==> config.mk <==
export PLATFORM = sky130hd
export DESIGN_NAME = ysyx_23060332_ifu_flat
export DESIGN_NICKNAME = d
export VERILOG_FILES = /design/src/rtl/ysyx_23060332_ifu_if.sv /design/src/rtl/ysyx_23060332_ifu.sv /design/src/flat_wrapper.sv
export SDC_FILE = /design/constraint.sdc
export NUM_CORES = 1
export LEC_CHECK = 0
export BUFFER_PORTS_ARGS = -buffer_cell sky130_fd_sc_hd__buf_4
export CORE_ASPECT_RATIO = 1.5
export CORE_MARGIN = 5
export CORE_UTILIZATION = 25
export CTS_BUF_LIST = sky130_fd_sc_hd__clkbuf_4
export DETAILED_ROUTE_END_ITERATION = 10
export PLACE_DENSITY = 0.51
export SLEW_MARGIN = 20
export SYNTH_ARGS = -nofsm -noshare
export SYNTH_HDL_FRONTEND = slang
export SYNTH_SLANG_ARGS = --single-unit
==> constraint.sdc <==
create_clock -name clk -period 6.2 [get_ports clk]
set_input_delay 1.86 -clock clk [delete_from_list [all_inputs] [get_ports clk]]
set_output_delay 1.86 -clock clk [all_outputs]
set_load 0.02 [all_outputs]
==> src/rtl/ysyx_23060332_ifu_if.sv <==
// Bundle of the IFU's instruction-memory, decode and redirect signals.
// The master modport is the IFU side; slave is the surrounding core and memory.
interface ysyx_23060332_ifu_if #(
  parameter int XLEN = 32,
  parameter int ILEN = 32
);
  logic            imem_req_valid;
  logic            imem_req_ready;
  logic [XLEN-1:0] imem_req_addr;
  logic            imem_rsp_valid;
  logic [ILEN-1:0] imem_rsp_data;
  logic            imem_rsp_err;
  logic            inst_valid;
  logic            inst_ready;
  logic [ILEN-1:0] inst;
  logic [XLEN-1:0] inst_addr;
  logic            inst_fault;
  logic            jump_en;
  logic [XLEN-1:0] jump_addr;
  logic [XLEN-1:0] pc;

  modport master (
    output imem_req_valid, imem_req_addr,
    input  imem_req_ready,
    input  imem_rsp_valid, imem_rsp_data, imem_rsp_err,
    output inst_valid, inst, inst_addr, inst_fault,
    input  inst_ready,
    input  jump_en, jump_addr,
    output pc
  );

  modport slave (
    input  imem_req_valid, imem_req_addr,
    output imem_req_ready,
    output imem_rsp_valid, imem_rsp_data, imem_rsp_err,
    input  inst_valid, inst, inst_addr, inst_fault,
    output inst_ready,
    output jump_en, jump_addr,
    input  pc
  );
endinterface

==> src/rtl/ysyx_23060332_ifu.sv <==
// Instruction-fetch unit: owns the PC, issues one memory request at a time and
// buffers the returned instruction for decode, handling redirects mid-fetch.
module ysyx_23060332_ifu #(
  parameter int              XLEN     = 32,
  parameter int              ILEN     = 32,
  parameter logic [XLEN-1:0] RESET_PC = 32'h8000_0000,
  parameter int              PC_STEP  = 4
) (
  input  logic               clk,
  input  logic               rst,
  ysyx_23060332_ifu_if.master bus
);

  typedef enum logic [1:0] {
    S_REQ  = 2'd0,
    S_WAIT = 2'd1,
    S_HOLD = 2'd2
  } state_e;

  state_e          state_q;
  logic            kill_q;
  logic [XLEN-1:0] pc_q;
  logic [ILEN-1:0] inst_q;
  logic [XLEN-1:0] inst_addr_q;
  logic            inst_fault_q;

  logic [XLEN-1:0] pc_d;
  logic            req_fire;
  logic            jump_mis;

  assign pc_d     = pc_q + XLEN'(PC_STEP);
  assign req_fire = (state_q == S_REQ) && bus.imem_req_ready;
  assign jump_mis = bus.jump_addr[1:0] != 2'b00;

  // kill_q marks an in-flight request whose response must be discarded.
  always_ff @(posedge clk) begin
    if (rst) begin
      state_q      <= S_REQ;
      kill_q       <= 1'b0;
      pc_q         <= RESET_PC;
      inst_q       <= '0;
      inst_addr_q  <= '0;
      inst_fault_q <= 1'b0;
    end else begin
      if (bus.jump_en) pc_q <= bus.jump_addr;
      case (state_q)
        S_REQ: begin
          if (bus.jump_en) begin
            if (req_fire) kill_q <= 1'b1;
            if (jump_mis) begin
              inst_q       <= '0;
              inst_addr_q  <= bus.jump_addr;
              inst_fault_q <= 1'b1;
              state_q      <= S_HOLD;
            end else if (req_fire) begin
              state_q <= S_WAIT;
            end
          end else if (req_fire) begin
            state_q <= S_WAIT;
          end
        end
        S_WAIT: begin
          if (bus.jump_en) begin
            kill_q <= !bus.imem_rsp_valid;
            if (jump_mis) begin
              inst_q       <= '0;
              inst_addr_q  <= bus.jump_addr;
              inst_fault_q <= 1'b1;
              state_q      <= S_HOLD;
            end else if (bus.imem_rsp_valid) begin
              state_q <= S_REQ;
            end
          end else if (bus.imem_rsp_valid) begin
            if (kill_q) begin
              kill_q  <= 1'b0;
              state_q <= S_REQ;
            end else begin
              inst_q       <= bus.imem_rsp_data;
              inst_addr_q  <= pc_q;
              inst_fault_q <= bus.imem_rsp_err;
              state_q      <= S_HOLD;
            end
          end
        end
        S_HOLD: begin
          // A redirect drops the buffered entry even if decode takes it this cycle.
          if (bus.jump_en) begin
            if (jump_mis) begin
              inst_q       <= '0;
              inst_addr_q  <= bus.jump_addr;
              inst_fault_q <= 1'b1;
            end else begin
              state_q <= S_REQ;
            end
          end else if (bus.inst_ready) begin
            pc_q    <= pc_d;
            state_q <= S_REQ;
          end
        end
        default: state_q <= S_REQ;
      endcase
    end
  end

  assign bus.imem_req_valid = (state_q == S_REQ);
  assign bus.imem_req_addr  = pc_q;
  assign bus.inst_valid     = (state_q == S_HOLD);
  assign bus.inst           = inst_q;
  assign bus.inst_addr      = inst_addr_q;
  assign bus.inst_fault     = inst_fault_q;
  assign bus.pc             = pc_q;

endmodule

==> src/flat_wrapper.sv <==
// flat-port wrapper written by rule: the top's interface ports become plain ports
module ysyx_23060332_ifu_flat 
#(
  parameter int              XLEN     = 32,
  parameter int              ILEN     = 32,
  parameter logic [XLEN-1:0] RESET_PC = 32'h8000_0000,
  parameter int              PC_STEP  = 4
)
  (clk, rst, bus_imem_req_valid, bus_imem_req_addr, bus_imem_req_ready, bus_imem_rsp_valid, bus_imem_rsp_data, bus_imem_rsp_err, bus_inst_valid, bus_inst, bus_inst_addr, bus_inst_fault, bus_inst_ready, bus_jump_en, bus_jump_addr, bus_pc);
  ysyx_23060332_ifu_if #(.XLEN(XLEN), .ILEN(ILEN)) bus_i ();
  input  logic clk;
  input  logic rst;
  output wire logic [$bits(bus_i.imem_req_valid)-1:0] bus_imem_req_valid;
  output wire logic [$bits(bus_i.imem_req_addr)-1:0] bus_imem_req_addr;
  input wire logic [$bits(bus_i.imem_req_ready)-1:0] bus_imem_req_ready;
  input wire logic [$bits(bus_i.imem_rsp_valid)-1:0] bus_imem_rsp_valid;
  input wire logic [$bits(bus_i.imem_rsp_data)-1:0] bus_imem_rsp_data;
  input wire logic [$bits(bus_i.imem_rsp_err)-1:0] bus_imem_rsp_err;
  output wire logic [$bits(bus_i.inst_valid)-1:0] bus_inst_valid;
  output wire logic [$bits(bus_i.inst)-1:0] bus_inst;
  output wire logic [$bits(bus_i.inst_addr)-1:0] bus_inst_addr;
  output wire logic [$bits(bus_i.inst_fault)-1:0] bus_inst_fault;
  input wire logic [$bits(bus_i.inst_ready)-1:0] bus_inst_ready;
  input wire logic [$bits(bus_i.jump_en)-1:0] bus_jump_en;
  input wire logic [$bits(bus_i.jump_addr)-1:0] bus_jump_addr;
  output wire logic [$bits(bus_i.pc)-1:0] bus_pc;
  assign bus_imem_req_valid = bus_i.imem_req_valid;
  assign bus_imem_req_addr = bus_i.imem_req_addr;
  assign bus_i.imem_req_ready = bus_imem_req_ready;
  assign bus_i.imem_rsp_valid = bus_imem_rsp_valid;
  assign bus_i.imem_rsp_data = bus_imem_rsp_data;
  assign bus_i.imem_rsp_err = bus_imem_rsp_err;
  assign bus_inst_valid = bus_i.inst_valid;
  assign bus_inst = bus_i.inst;
  assign bus_inst_addr = bus_i.inst_addr;
  assign bus_inst_fault = bus_i.inst_fault;
  assign bus_i.inst_ready = bus_inst_ready;
  assign bus_i.jump_en = bus_jump_en;
  assign bus_i.jump_addr = bus_jump_addr;
  assign bus_pc = bus_i.pc;
  ysyx_23060332_ifu #(.XLEN(XLEN), .ILEN(ILEN), .RESET_PC(RESET_PC), .PC_STEP(PC_STEP)) u_core (.clk(clk), .rst(rst), .bus(bus_i));
endmodule
* Word level (Yosys, flattened, before mapping)
Cells that the tools add are included. Widths: inputs -> output; s select.
Word-level totals: logic and storage cells 66, memory bits (read-only) 0, RAM bits 0, input port bits 71, bits in registers 100, output and inout bits 131, memories 0, bits in latches 0
Operators by class: div/mod/pow operators 0, shifts and indexed selects 0, equality and inequality tests 10, add/sub/neg operators 1, $mul 0, order comparisons 0, reduce and logical (&&, ||, !) cells 10, mux-type cells 39, bitwise gates (word level) 0
Operator list (count):
- $mux 32 | 14
- $pmux 32 s2 | 2
- $add 32x3->32 const B | 1
- $mux 2 | 11
- $reduce_and 4->1 | 3
- $mux 1 | 9
- $ne 3x3->1 const B | 3
- $ne 2x1->1 const B | 3
- $pmux 2 s3 | 1
- $reduce_bool 2->1 | 3
- $pmux 1 s2 | 2
- $ne 3x1->1 const B | 1
- $ne 3x2->1 const B | 1
- $eq 2x1->1 const B | 1
- $eq 2x2->1 const B | 1
- $logic_not 2->1 | 1
- $reduce_or 2->1 | 1
- $logic_and 1x1->1 | 1
- $logic_not 1->1 | 1

* Depth between registers and ports, before layout
Gate-level depths: netlist of run 1.
depth in word-level cells 6, mapped depth 8, mapped depth without buffers 6

* Worst setup path after synthesis of run 1
OpenSTA, ideal clock, no wires.
kind input -> register, start point input bus_imem_rsp_valid, end point register u_core.inst_addr_q[10], in the netlist u_core.bus.inst_addr[10], slack 3125 ps, library setup time 86 ps, data arrival time 2990 ps, buffers on the path 2, cell stages on the path 7, path through nand3b_1 a22oi_1 and2_0 clkbuf_1 buf_2 nor2_1 a211oi_1
On the way: word-level cells in the longest chain between the ends 2
RTL lines:
- start, declared | line flat_wrapper.sv:16 | input wire logic [$bits(bus_i.imem_rsp_valid)-1:0] bus_imem_rsp_valid;
- $ne 3x3->1 (no source line)
- $reduce_and 4->1 (no source line)
- end signal, assigned | line ysyx_23060332_ifu.sv:52 | inst_addr_q <= bus.jump_addr;
- end signal, assigned | line ysyx_23060332_ifu.sv:67 | inst_addr_q <= bus.jump_addr;
- end signal, assigned | line ysyx_23060332_ifu.sv:79 | inst_addr_q <= pc_q;
- end, declared | line ysyx_23060332_ifu.sv:24 | logic [XLEN-1:0] inst_addr_q;
Every way passes these cells. A chain may end at the register's enable or synchronous reset.

* Worst setup path after layout of run 1
start point input bus_jump_en, end point register u_core.inst_addr_q[12], in the netlist u_core.bus.inst_addr[12]
On the way: word-level cells in the longest chain between the ends 2, elaborated cells on any way between the ends 6, those cells by class eq/ne (3); mux (2); reduce/logical (1)
RTL lines:
- start, declared | line flat_wrapper.sv:24 | input wire logic [$bits(bus_i.jump_en)-1:0] bus_jump_en;
- $ne 3x3->1 (no source line) (tied with other cells)
- $reduce_and 4->1 (no source line) or $pmux 32 s2 (tied branches)
Several ways; a longest one is shown, not always the timed one.

==> results of run 1 <==
==> worst reg2reg max path, stage by stage (launching register included) <==
cell and delay (ns):
dfxtp_1 0.63, nand4bb_1 0.80, nor4_1 0.62, nand4_1 0.16
mux2_2 0.30, a21oi_1 0.14
==> stage by stage <==
stage	instances	utilization	area [um2]	worst slack, ns
6_report	962	0.3408	6347	2.255
5_1_grt	962	0.3408	6347	1.979
4_1_cts	960	0.3391	6315	2.238
3_5_place_dp	944	0.3320	6182	1.740
3_3_place_gp	944	0.3320	6182	1.861
2_1_floorplan	564	-	4733	3.125
==> metal layers <==
layer  up-vias  GRT usage  share of wire
met5         -          0              0
met2       160     0.2755           0.54
met3        22    0.02855          0.061
met1      2301     0.1748           0.38
met4         0    0.04998          0.018
li1       2306          -              -
==> flip-flops by register name, indices dropped and copies added, names as in the netlist <==
register and cells:
u_core.kill_q 1, u_core.bus.inst_fault 1, u_core.bus.inst 32, u_core.state_q 2, u_core.bus.inst_addr 32, u_core.bus.imem_req_addr 32
==> worst max path at each step <==
stage | start | to | slack (ns)
global route | bus_jump_en | u_core.bus.inst_addr[11] | 1.98
floorplan | bus_imem_rsp_valid | u_core.bus.inst_addr[10] | 3.12
CTS | bus_jump_en | u_core.bus.inst_addr[12] | 2.24
global placement | bus_jump_en | u_core.bus.inst_addr[20] | 1.86
detailed placement | bus_jump_en | u_core.bus.inst_addr[25] | 1.74
finish | bus_jump_en | u_core.bus.inst_addr[12] | 2.25
==> synthesized netlist by cell type, drive strengths merged, types with 2 or more instances <==
cell type	count
dfxtp	100
nor2	94
clkbuf	40
buf	39
a211oi	35
a22oi	35
o22ai	34
nand2	30
a21oi	22
o21ai	14
nor3	12
nand3	11
nor4	11
mux2i	7
and3	6
xor2	6
a221oi	5
inv	5
nand3b	5
nand4	5
and2	4
nor2b	4
or3	4
xnor2	4
a31oi	3
and4	3
mux2	3
nor3b	2
o22a	2
o311ai	2
or2	2
or4	2
==> cells by family (layout without fill, tap and decap cells) <==
kind of cell / after synthesis / count (layout) / synth area share
other cells: 0 / 1 / 0
xor+xnor: 10 / 10 / 0.01850
buf+inv: 84 / 229 / 0.09595
flops: 100 / 100 / 0.4229
compound gates: 160 / 160 / 0.2313
fa+ha+maj: 1 / 1 / 0.002643
simple gates: 199 / 199 / 0.2067
mux: 10 / 10 / 0.02194
==> power by group through the flow <==
| stage | Clock [mW] | Sequential [mW] | Combinational [mW] |
|---|---|---|---|
| 2_1_floorplan | 0 | 0.765 | 0.148 |
| 3_3_place_gp | 0 | 0.736 | 0.314 |
| 3_5_place_dp | 0 | 0.737 | 0.319 |
| 4_1_cts | 0.366 | 0.724 | 0.320 |
| 5_1_grt | 0.389 | 0.731 | 0.344 |
| 6_report | 0.351 | 0.723 | 0.317 |
==> cell type report <==
type	instances	area [um2]	share of cell area
antenna	1	2.502	0.0003942
tap	252	315.3	0.04967
timing repair buffer	208	1582	0.2492
inverter	5	18.77	0.002957
clock buffer	9	67.56	0.01064
clock inverter	7	65.06	0.01025
sequential	100	2002	0.3154
multi-input combinational	380	2295	0.3615
==> placed cells by master (no fill, tap or decap), types with 4 or more instances in the layout <==
cell type / n
buf_4: 207
dfxtp_1: 100
nor2_1: 94
a211oi_1: 35
o22ai_1: 34
a22oi_1: 34
nand2_1: 29
a21oi_1: 22
o21ai_0: 13
nor3_1: 11
nand3_1: 10
nor4_1: 9
clkbuf_4: 9
mux2i_1: 7
and3_1: 6
xor2_1: 6
inv_1: 5
nand3b_1: 5
a221oi_1: 5
nor2b_1: 4
and2_1: 4
nand4_1: 4
xnor2_1: 4
==> run_results.csv, run 1 <==
group,metric,value,unit
clocking,clock-sinks,100,
floorplan,num_rows,61,
power,peakVddDrop,88.29,uV
placement,io_buffers,201,
synthesis,synth_top_flop_cell,"dfxtp_1",
power,finalPower,1.391,mW
setup_path,slowest_delay,0.48,ns
status,outcome,"complete, no violations",
synthesis,synth_cell_types,57,
finish,n_fill_cell,2024,
hold_path,hp-class,"reg2reg",
synthesis,yosys-top-cells-area,"dfxtp_1 (42%), nor2_1 (7.5%), a211oi_1 (5.6%)",
clocking,cts_hold_buffers,0,
drt,drt-initial-drc-count,254,
setup_path,r2r_start,"u_core.state_q[1]",
synthesis,yosysSeqAreaShare,0.4229,
placement,finalWeightedCongestion,0.7599,
power,p_int,0.9099,mW
floorplan,die_w,122.4,um
timing,holdWs,0.4869,ns
global_route,grt_start_max_net_pins,103,
power,p_sw_frac,0.3457,
clocking,cts_setup_buffers,0,
clocking,cts_resized,0,
power,p_seq_frac,0.520,
finish,layout-drive-gt1-share,0.3385,
clocking,numCtsBuffers,9,
timing,rsz0062_at_grt,"no",
timing,setup_viol,0,
drt,ant_nets,0,
clocking,cts.clk_slew.worst_paths,0.17,ns
timing,hold_viol,0,
setup_path,critPathMaxFanout,43,
drt,wire_per_inst,17.57,um
drt,dr_total_vias,4789,
power,pwr-share-clk,0.252,
setup_path,cp.depth,8,
floorplan,io-pin-count,202,
power,power_density,219.1,nW/um2
synthesis,avgSynthCellArea,8.392,um2
global_route,grt_pass1_wl,26030,um
timing,fin_setup_tns,0,ns
synthesis,synthCells,564,
synthesis,synth_edf_count,0,
drt,via_per_inst,4.978,
timing,layout_min_cycle_time,3.945,ns
floorplan,die_h,178.5,um
synthesis,yosysWarnings,0,
setup_path,critical_path_class,"in2reg",
run,drv_cap,0,
clocking,cts_max_path_buffers,2,
drt,wl,16900,um
finish,areaGrowthSynthToFinish,34.10,%
drt,drc_errors,0,
setup_path,rr_worst_depth,5,
setup_path,startpoint_type,"input pin",
synthesis,synthArstFlopShare,0,
synthesis,synth_top_area_cell,"dfxtp_1",
synthesis,synth_nets,636,
global_route,grt_pass1_vias,4713,
hold_path,min_path_cells,2,
clocking,cts_tree,"built",
setup_path,crit_chain,"buf_4 > inv_1 > a22oi_2 > buf_4 > and2_1 > buf_4 > nor2_1 > a211oi_1",
floorplan,dieArea,21840,um2
setup_path,worstPathBufferInverterCount,4,
synthesis,netlist_area,4733,um2
power,p_leak,2.611,nW
power,comb_power_share,0.228,
timing,worst-slew-pin-transition,0.9123,ns
power,switchingPower,0.4807,mW
finish,finalNetCount,776,
clocking,clock_latency,0.47,ns
setup_path,endpoint_kind,"register",
floorplan,start_util,0.2542,
placement,dp_hpwl,12120,um
hold_path,hold_end,"u_core.bus.inst_addr[1]",
clocking,htree_num_levels,3,
timing,fin_skew,0.01254,ns
clocking,root_buffer,"clkbuf_4",
timing,relSlewSlack,0.3883,
synthesis,ys_ff_latch,100,
global_route,overflow,0,
timing,fmax,253.5,MHz
timing,period_share,0.6363,
floorplan,core_area,18620,um2
setup_path,r2r_end,"u_core.bus.imem_req_addr[16]",
setup_path,path_delay_family,"buffers and inverters",
setup_path,worst_path_most_repeated_cell,"buf_4",
synthesis,synth_top_cell_area_share,0.4229,
timing,drv_slew,0,
global_route,grt_usage,0.1510,
setup_path,r2r_slack,3.51,ns
setup_path,cp.arrival,4.33,ns
setup_path,crit_slowest_cell,"inv_1",
hold_path,hold_path.startpoint,"u_core.bus.inst_addr[1]",
setup_path,crit_required,6.58,ns
global_route,antenna_found_initial,1,
drt,drtPass1Iterations,5,
Power figures use the tool's default switching activity.
==> inputs of run 2 (changes only) <==
--- a/config.mk
+++ b/config.mk
@@ -11,7 +11,7 @@
 export CORE_UTILIZATION = 25
 export CTS_BUF_LIST = sky130_fd_sc_hd__clkbuf_4
 export DETAILED_ROUTE_END_ITERATION = 10
-export PLACE_DENSITY = 0.51
+export PLACE_DENSITY = 0.53
 export SLEW_MARGIN = 20
 export SYNTH_ARGS = -nofsm -noshare
 export SYNTH_HDL_FRONTEND = slang
==> constraint.sdc (replaced) <==
create_clock -name clk -period 3.25 [get_ports clk]
set_input_delay 0.975 -clock clk [delete_from_list [all_inputs] [get_ports clk]]
set_output_delay 0.975 -clock clk [all_outputs]
set_load 0.02 [all_outputs]
==> run_results.csv, run 2 (same netlist as run 1, synthesis figures left out) <==
group,metric,value,unit
global_route,met3_usage,0.03014,
run,drv_cap,0,
global_route,overflow,0,
global_route,grtUsageMet2,0.2634,
drt,wire_per_inst,17.55,um
hold_path,hp-class,"reg2reg",
drt,drc_errors,0,
power,power_density,415.7,nW/um2
power,p_leak,2.650,nW
placement,finalWeightedCongestion,0.7748,
placement,dp_hpwl,12300,um
global_route,grt_start_max_net_pins,56,
power,peakVddDrop,152.5,uV
finish,ff_latch_area,2002,um2
drt,drt-initial-drc-count,250,
setup_path,crit_chain,"nor2b_1 > buf_4",
global_route,grt_pass1_vias,4538,
clocking,cts_tree,"built",
setup_path,r2r_slack,0.74,ns
setup_path,r2r_end,"u_core.bus.imem_req_addr[20]",
setup_path,rr_worst_depth,6,
timing,fin_setup_tns,0,ns
setup_path,critical_path_class,"reg2out",
placement,place_inst,953,
setup_path,startpoint_type,"register",
floorplan,die_h,178.5,um
finish,stdcell_count,970,
hold_path,hold_path.startpoint,"u_core.bus.inst_addr[1]",
drt,ant_nets,0,
floorplan,io-pin-count,202,
clocking,cts_hold_buffers,0,
setup_path,crit_required,2.27,ns
clocking,clock-sinks,100,
finish,layout_common_cells,"buf_4 (214), dfxtp_1 (100), nor2_1 (94)",
finish,n_fill_cell,2046,
setup_path,cp.arrival,1.64,ns
timing,layout_min_cycle_time,2.620,ns
clocking,cts_setup_buffers,0,
drt,drtPass1Iterations,4,
finish,layout-drive-gt1-share,0.3445,
timing,period_share,0.8060,
timing,drv_slew,0,
clocking,root_buffer,"clkbuf_4",
clocking,cts_max_path_buffers,2,
drt,wl,17030,um
timing,hold_viol,0,
clocking,clock_latency,0.48,ns
global_route,use_met1,0.1851,
finish,final_common_cell,"buf_4",
status,outcome,"complete, no violations",
finish,finalNetCount,784,
drt,via_per_inst,4.868,
floorplan,dieArea,21840,um2
setup_path,crit_slowest_cell,"dfxtp_1",
drt,dr_total_vias,4722,
floorplan,num_rows,61,
timing,fmax,381.7,MHz
clocking,cts_resized,0,
clocking,numCtsBuffers,9,
placement,io_buffers,201,
timing,rsz0062_at_grt,"no",
floorplan,die_w,122.4,um
hold_path,min_path_cells,2,
floorplan,start_util,0.2542,
global_route,grt_usage,0.1523,
hold_path,hold_end,"u_core.bus.inst_addr[1]",
setup_path,r2r_start,"u_core.bus.imem_req_addr[2]",
finish,multiInputGateArea,2292,um2
clocking,cts.clk_slew.worst_paths,0.18,ns
floorplan,core_area,18620,um2
timing,relSlewSlack,0.4534,
global_route,grt.busiest_layer,"met2",
timing,worst-slew-pin-transition,0.8124,ns
global_route,antenna_found_initial,1,
timing,fin_skew,0.01229,ns
setup_path,critPathMaxFanout,13,
setup_path,slowest_delay,0.66,ns
setup_path,endpoint_kind,"output pin",
finish,areaGrowthSynthToFinish,35.42,%
timing,setup_viol,0,
global_route,grt_pass1_wl,25920,um
clocking,htree_num_levels,3,
## run 2: layout make-up
cell class                 count  share of cell area
inverter                       5            0.002928
sequential                   100              0.3123
clock buffer                   9             0.01054
timing repair buffer         216              0.2569
antenna                        1           0.0003904
tap                          252             0.04919
multi-input combinational    380              0.3576
clock inverter                 7             0.01015
## run 2: routing by layer
metal | share of wire | up-vias
met2 | 0.53 | 133
met4 | 0.022 | 0
met3 | 0.054 | 24
li1 | - | 2325
met1 | 0.39 | 2240
met5 | 0 | -
## run 2: critical path, delay by kind of cell (launching register included)
kind | cells | cell delay (ns)
DFF | 1 | 0.66
buffers and inverters | 1 | 0.20
and+or+nand+nor | 1 | 0.31
## run 2: worst max path at each step
stage	from	slack [ns]	to
6_report	u_core.state_q[1]	0.63	bus_inst_valid
5_1_grt	u_core.state_q[1]	0.47	bus_inst_valid
3_3_place_gp	bus_jump_en	0.64	u_core.bus.imem_req_addr[9]
4_1_cts	u_core.state_q[1]	0.57	bus_inst_valid
2_1_floorplan	u_core.bus.imem_req_addr[2]	0.96	u_core.bus.imem_req_addr[20]
3_5_place_dp	bus_jump_en	0.63	u_core.bus.imem_req_addr[9]
## run 2: report_power, final
| group | internal, mW | switching [mW] | total, mW |
|---|---|---|---|
| registers | 1.30 | 0.0804 | 1.38 |
| logic | 0.269 | 0.347 | 0.616 |
| clock network | 0.178 | 0.493 | 0.671 |
| total | 1.74 | 0.920 | 2.66 |
## run 2: metrics by stage
step	instance area (um2)	power (mW)	hold slack, ns	util	setup WS, ns
finish	6410	2.665	0.4881	0.3442	0.6304
global route	6410	2.816	0.5344	0.3442	0.4658
CTS	6407	2.712	0.4946	0.3441	0.5722
detailed placement	6275	2.030	0.4670	0.3369	0.6293
global placement	6275	2.028	0.4716	0.3369	0.6424
floorplan	4733	1.742	0.4889	-	0.9640
